## src/rtl/sync_fifo_pkg.sv

```systemverilog
// sync_fifo_pkg: shared constants, width helper and status bundle for the
// single-clock FIFO.
package sync_fifo_pkg;

    localparam int DEF_DEPTH  = 16;
    localparam int DEF_DWIDTH = 8;

    // Ceiling log2, used to cross-check DEPTH against PTRWIDTH.
    function automatic int clog2(input int value);
        int result;
        int rem;
        result = 0;
        rem    = value - 1;
        while (rem > 0) begin
            result = result + 1;
            rem    = rem >> 1;
        end
        return result;
    endfunction

    // Flag snapshot, handy for monitors and benches to compare in one go.
    typedef struct packed {
        logic full;
        logic almost_full;
        logic empty;
        logic almost_empty;
        logic overflow;
        logic underflow;
    } fifo_status_t;

endpackage

```

## src/rtl/sync_fifo_mem.sv

```systemverilog
// sync_fifo_mem: storage array with one write port and one read port.
// Config macro SYNC_FIFO_FWFT_EN: when defined the read port is a
// combinational head read; otherwise it is a registered read cleared by reset.
module sync_fifo_mem
    import sync_fifo_pkg::*;
#(
    parameter int DEPTH    = DEF_DEPTH,
    parameter int PTRWIDTH = 4,
    parameter int DWIDTH   = DEF_DWIDTH
) (
    input  logic                clk,
    input  logic                reset,
    input  logic                we,
    input  logic [PTRWIDTH-1:0] waddr,
    input  logic [DWIDTH-1:0]   wdata,
    input  logic                re,
    input  logic [PTRWIDTH-1:0] raddr,
    output logic [DWIDTH-1:0]   rdata
);

    logic [DWIDTH-1:0] mem [DEPTH];

    // Write port; contents are never reset, the pointers make stale data invisible.
    always_ff @(posedge clk) begin
        if (we) begin
            mem[waddr] <= wdata;
        end
    end

`ifdef SYNC_FIFO_FWFT_EN
    // Head entry is always visible; the read enable and reset are not needed.
    logic unused_rd_ctrl;
    assign unused_rd_ctrl = re ^ reset;
    assign rdata = mem[raddr];
`else
    // Registered read: capture the addressed entry on an accepted pop, hold otherwise.
    always_ff @(posedge clk) begin
        if (reset) begin
            rdata <= '0;
        end else if (re) begin
            rdata <= mem[raddr];
        end
    end
`endif

endmodule

```

## src/rtl/sync_fifo_top.sv

```systemverilog
// sync_fifo_top: single-clock FIFO with fill count, almost-full/almost-empty
// thresholds, sticky overflow/underflow flags and push+pop while full.
// Config macro SYNC_FIFO_FWFT_EN selects first-word-fall-through reads;
// the default build uses a 1-cycle registered read.
module sync_fifo_top
    import sync_fifo_pkg::*;
#(
    parameter int DEPTH     = DEF_DEPTH,
    parameter int PTRWIDTH  = 4,
    parameter int DWIDTH    = DEF_DWIDTH,
    parameter int AF_THRESH = DEPTH - 2,
    parameter int AE_THRESH = 2
) (
    input  logic                clk,
    input  logic                reset,
    input  logic                push,
    input  logic [DWIDTH-1:0]   wdata,
    output logic                full,
    output logic                almost_full,
    input  logic                pop,
    output logic [DWIDTH-1:0]   rdata,
    output logic                rvalid,
    output logic                empty,
    output logic                almost_empty,
    output logic [PTRWIDTH:0]   count,
    output logic                overflow,
    output logic                underflow,
    input  logic                clr_err
);

    // Pointer arithmetic relies on DEPTH being an exact power of two.
    if (clog2(DEPTH) != PTRWIDTH || DEPTH != (1 << PTRWIDTH)) begin : g_bad_depth
        $error("sync_fifo_top: DEPTH must equal 2**PTRWIDTH");
    end
    if (AF_THRESH < 1 || AF_THRESH > DEPTH) begin : g_bad_af
        $error("sync_fifo_top: AF_THRESH out of range 1..DEPTH");
    end
    if (AE_THRESH < 0 || AE_THRESH > DEPTH - 1) begin : g_bad_ae
        $error("sync_fifo_top: AE_THRESH out of range 0..DEPTH-1");
    end

    localparam logic [PTRWIDTH:0] FULL_LVL = (PTRWIDTH+1)'(DEPTH);
    localparam logic [PTRWIDTH:0] AF_LVL   = (PTRWIDTH+1)'(AF_THRESH);
    localparam logic [PTRWIDTH:0] AE_LVL   = (PTRWIDTH+1)'(AE_THRESH);

    logic [PTRWIDTH-1:0] wptr;
    logic [PTRWIDTH-1:0] rptr;
    logic [PTRWIDTH:0]   count_q;
    logic [PTRWIDTH:0]   count_next;
    logic                full_q;
    logic                almost_full_q;
    logic                empty_q;
    logic                almost_empty_q;
    logic                overflow_q;
    logic                underflow_q;
    logic                push_acc;
    logic                pop_acc;
    logic [DWIDTH-1:0]   mem_rdata;

    // A pop frees a slot this same edge, so a full FIFO may still accept a push.
    assign pop_acc  = pop && !empty_q;
    assign push_acc = push && (!full_q || pop_acc);

    // Next occupancy; flags are derived from this so they never lag count.
    always_comb begin
        count_next = count_q;
        if (push_acc && !pop_acc) begin
            count_next = count_q + 1'b1;
        end else if (pop_acc && !push_acc) begin
            count_next = count_q - 1'b1;
        end
    end

    // Pointers, occupancy and registered status flags.
    always_ff @(posedge clk) begin
        if (reset) begin
            wptr           <= '0;
            rptr           <= '0;
            count_q        <= '0;
            full_q         <= 1'b0;
            almost_full_q  <= 1'b0;
            empty_q        <= 1'b1;
            almost_empty_q <= 1'b1;
        end else begin
            if (push_acc) begin
                wptr <= wptr + 1'b1;
            end
            if (pop_acc) begin
                rptr <= rptr + 1'b1;
            end
            count_q        <= count_next;
            full_q         <= (count_next == FULL_LVL);
            almost_full_q  <= (count_next >= AF_LVL);
            empty_q        <= (count_next == '0);
            almost_empty_q <= (count_next <= AE_LVL);
        end
    end

    // Sticky error flags; a new error in the clearing cycle keeps the flag set.
    always_ff @(posedge clk) begin
        if (reset) begin
            overflow_q  <= 1'b0;
            underflow_q <= 1'b0;
        end else begin
            overflow_q  <= (overflow_q  && !clr_err) || (push && !push_acc);
            underflow_q <= (underflow_q && !clr_err) || (pop  && !pop_acc);
        end
    end

    sync_fifo_mem #(
        .DEPTH    (DEPTH),
        .PTRWIDTH (PTRWIDTH),
        .DWIDTH   (DWIDTH)
    ) u_mem (
        .clk   (clk),
        .reset (reset),
        .we    (push_acc),
        .waddr (wptr),
        .wdata (wdata),
        .re    (pop_acc),
        .raddr (rptr),
        .rdata (mem_rdata)
    );

`ifdef SYNC_FIFO_FWFT_EN
    // Head word is presented whenever the FIFO holds data; blank when empty.
    assign rdata  = empty_q ? '0 : mem_rdata;
    assign rvalid = !empty_q;
`else
    logic rvalid_q;

    // rvalid marks the cycle in which a freshly popped word sits on rdata.
    always_ff @(posedge clk) begin
        if (reset) begin
            rvalid_q <= 1'b0;
        end else begin
            rvalid_q <= pop_acc;
        end
    end

    assign rdata  = mem_rdata;
    assign rvalid = rvalid_q;
`endif

    assign count        = count_q;
    assign full         = full_q;
    assign almost_full  = almost_full_q;
    assign empty        = empty_q;
    assign almost_empty = almost_empty_q;
    assign overflow     = overflow_q;
    assign underflow    = underflow_q;

endmodule

```

## config.mk

```make
export PLATFORM = sky130hd
export DESIGN_NAME = sync_fifo_top
export DESIGN_NICKNAME = d
export VERILOG_FILES = /design/src/rtl/sync_fifo_pkg.sv /design/src/rtl/sync_fifo_mem.sv /design/src/rtl/sync_fifo_top.sv
export SDC_FILE = /design/constraint.sdc
export NUM_CORES = 1
export LEC_CHECK = 0
export BUFFER_PORTS_ARGS = -buffer_cell sky130_fd_sc_hd__clkbuf_2
export CAP_MARGIN = 5
export CORE_MARGIN = 10
export CORE_UTILIZATION = 60
export DETAILED_ROUTE_END_ITERATION = 8
export PLACE_DENSITY = 0.78
export SYNTH_ARGS = -nofsm -noshare
export SYNTH_HDL_FRONTEND = slang
export SYNTH_SLANG_ARGS = --single-unit
```

## constraint.sdc

```tcl
create_clock -name clk -period 2.7 [get_ports clk]
set_input_delay 0.405 -clock clk [delete_from_list [all_inputs] [get_ports clk]]
set_output_delay 0.405 -clock clk [all_outputs]
set_load 0.01 [all_outputs]
```

==> results summary <==
The flow ran to the end, and the final reports show no timing, DRC or antenna violations. The count of flip-flops with a built-in enable after synthesis came out at 128. The worst clock skew on the final layout is 10.8 ps. The mean number of vias per cell came out at 6.12. Synthesis produced 356 cells. The I/O pin count came out at 33.

The path class of the tightest hold or removal check is input port to flop. The static power due to leakage came out at 2.41 nW. The CTS clock-pin slew for the worst setup and hold paths came out at 60 ps. The number of cell rows is 36. The required time at the endpoint of the critical path is 2930 ps. The maximum clock rate is 481 MHz.

The die area came out at 0.0146 sq mm. In the synthesized netlist the dominant register cell turns out to be edfxtp_1. When the netlist entered floorplanning its net count stood at 376.

Setup violations remaining at the end of the flow were counted as 0. Summed over all instances, the cell type with the most area after synthesis is edfxtp_1. The critical path is of the flop to flop type. The clock latency on the worst-skew pair came out at 530 ps. The initial DRC count came out at 362. The final RePlAce weighted congestion came out at 0.877. The number of nets with antenna violations after routing came out at 0. Counting along the longest clock path gives a buffer depth of 2. The total grt overflow is 0.

The first detailed-routing pass ran for 6 iterations. Synthesis inferred 156 register bits. CTS saw 156 sinks. The number of diodes added for antenna fixing is 0.

The number of maximum-capacitance constraint violations is 0. In this run the tightest slew margin relative to its limit is 0.610. The total negative setup slack is 0 ps. Setup repair after global routing left no endpoint under its margin.

Final hold analysis gives a worst-case slack of 198 ps. The clock tree from TritonCTS is done. The via count of the first global-routing pass came out at 3480. In the routed design, unresolved DRC markers number 0. The number of different library cells used by synthesis comes to 41. The share of post-route cells with drive strength above 1 came out at 0.289. After synthesis, the most frequently instantiated cells are 128 x edfxtp_1, 38 x nor2_1, 32 x mux4_2.

The share of flip-flops with an asynchronous set or reset came out at 0. The final routed wire length divided by cell count came out at 22.6 um. The total of warnings raised by yosys came out at 0.

After clock tree synthesis, the flow added hold-fix buffers numbering 0. Of the post-synthesis cell area, the dominant cell type holds 0.628. The final count of pins violating max slew came to 0.

Detailed placement finished with a half-perimeter wire length of 7560 um. The worst IR drop on VDD is 0.000490 V. The total of fill cells in the finished design came out at 573.

The post-synthesis average cell area is 17.2 sq um. The largest net degree at the start of global routing is 36. Summing over every cut layer, the via total after detailed routing is 3379.

The growth of design area from synthesis to finish is 16.0%. For the pin with the worst max-slew slack, the measured transition is 585 ps. The H-tree was split into 4 levels. Measured along the x axis, the die boundary spans 121 um.

The initial utilization of the core area, before any placement, comes to 0.620. The netlist area before placement came out at 0.00612 sq mm. The die span in y is 121 um.

The cell sitting at the root of the clock tree is a clkbuf_8. The first global-routing pass estimated 19400 um of wire. The hold violation count in the final report is 0. Of the synthesized area, sequential elements account for 0.720.

Along the worst path, the maximum fanout reaches 14. STA classifies the critical path startpoint as a flop. The overall global routing resource usage came out at 0.178. The final wirelength came out at 12500 um. At the end of the flow, the number of nets in the layout was 426. The number of CTS-inserted buffers came out at 17.

The worst setup path is captured at a flop. The initial antenna violation count is 0. The post-route core utilization is 0.720. By area the synthesized netlist is led by edfxtp_1 63%, mux4_2 12%, dfxtp_1 9.2%. The minimum setup slack in the final design came out at 619 ps. The post-CTS setup buffer count is 0. The count of buffers inserted at the top-level ports came out at 32. The pre-CTS setup slack is 592 ps. The number of gates resized after cts is 0. In this run the power density over the cells is 775 mW/mm^2. The endpoint arrival time on the critical path came out at 2320 ps. The final worst-path cycle share is 0.771.

The total design power came out at 5.51 mW. edfxtp_1 is the most common cell in the netlist. The region available for standard cell placement spans 0.00986 sq mm. The shortest clock period the worst path allows after layout came out at 2080 ps.
## where the power goes
part           internal [mW]  leakage, nW  total, mW  switching (mW)
clock network           1.40        0.276       2.29           0.897
registers               2.67         1.39       2.71          0.0448
logic                  0.224        0.752      0.500           0.276
## registers in the layout, summed over array words and instances (netlist names)
signal	flops
almost_empty	1
almost_full	1
count	5
empty	1
full	1
overflow	1
rptr	4
rvalid	1
u_mem.mem	128
u_mem.rdata	8
underflow	1
wptr	4
## area by class of cell
cell class | instances | area (sq um) | area share
flip-flops and latches | 156 | 4410 | 0.620
multi-input cells | 171 | 1590 | 0.224
clock buffers | 19 | 422 | 0.0594
repair buffers | 52 | 335 | 0.0472
well taps | 133 | 166 | 0.0234
clock inverters | 13 | 150 | 0.0211
inverters | 8 | 30.0 | 0.00423
## final timing paths
kind                     endpoint  depth (start not counted)  slack, ps      from
setup / recovery  u_mem.mem[0][6]                          6        620     empty
setup reg to reg  u_mem.mem[0][6]                          6        620     empty
hold reg to reg          overflow                          2        510  overflow
hold / removal           overflow                          4        200   clr_err
## logic make-up after synthesis
logic type	count (synthesis)	synth area share
fa+ha+maj	7	0.0143
mux	33	0.119
buf+inv	29	0.0204
flops	156	0.720
compound gates	48	0.0542
xor+xnor	10	0.0143
simple gates	73	0.0578
## stage by stage
step,instances,cell area [sq um]
floorplan,356,6120
global placement,520,6530
detailed placement,520,6530
CTS,552,7100
global route,552,7100
finish,552,7100
## metal layers
metal | track usage | wire (um) | up-vias
met5 | 0 | 0 | -
met4 | 0.112 | 585 | 0
met3 | 0.0479 | 771 | 38
met2 | 0.262 | 5820 | 157
met1 | 0.229 | 5280 | 1691
li1 | - | - | 1493
## placed cells by master, fill, tap and decap left out, types with 2 or more instances in the layout
cell,instances
clkbuf_2,32
mux4_2,32
nor2_1,38
inv_1,8
a21oi_1,19
a22oi_1,18
clkinvlp_4,2
buf_4,18
nand2b_1,4
clkbuf_1,2
nor4_1,2
nor3_1,5
clkinv_4,2
nand4_1,2
nor2b_1,3
and4bb_2,2
nand2_1,8
clkbuf_16,16
ha_1,7
and2_1,2
dfxtp_1,27
xnor2_1,4
edfxtp_1,128
clkinv_1,2
nand3_1,2
clkinv_2,4
xor2_1,6
bufinv_16,3
buf_12,2
## worst max-delay path, stage by stage (launching register included)
cell,delay (ps)
dfxtp_1,360
nand2b_1,180
buf_4,190
a21boi_2,400
nand2_1,200
nor3_1,230
buf_4,230
Note: power is estimated with default switching activity, not from simulation.
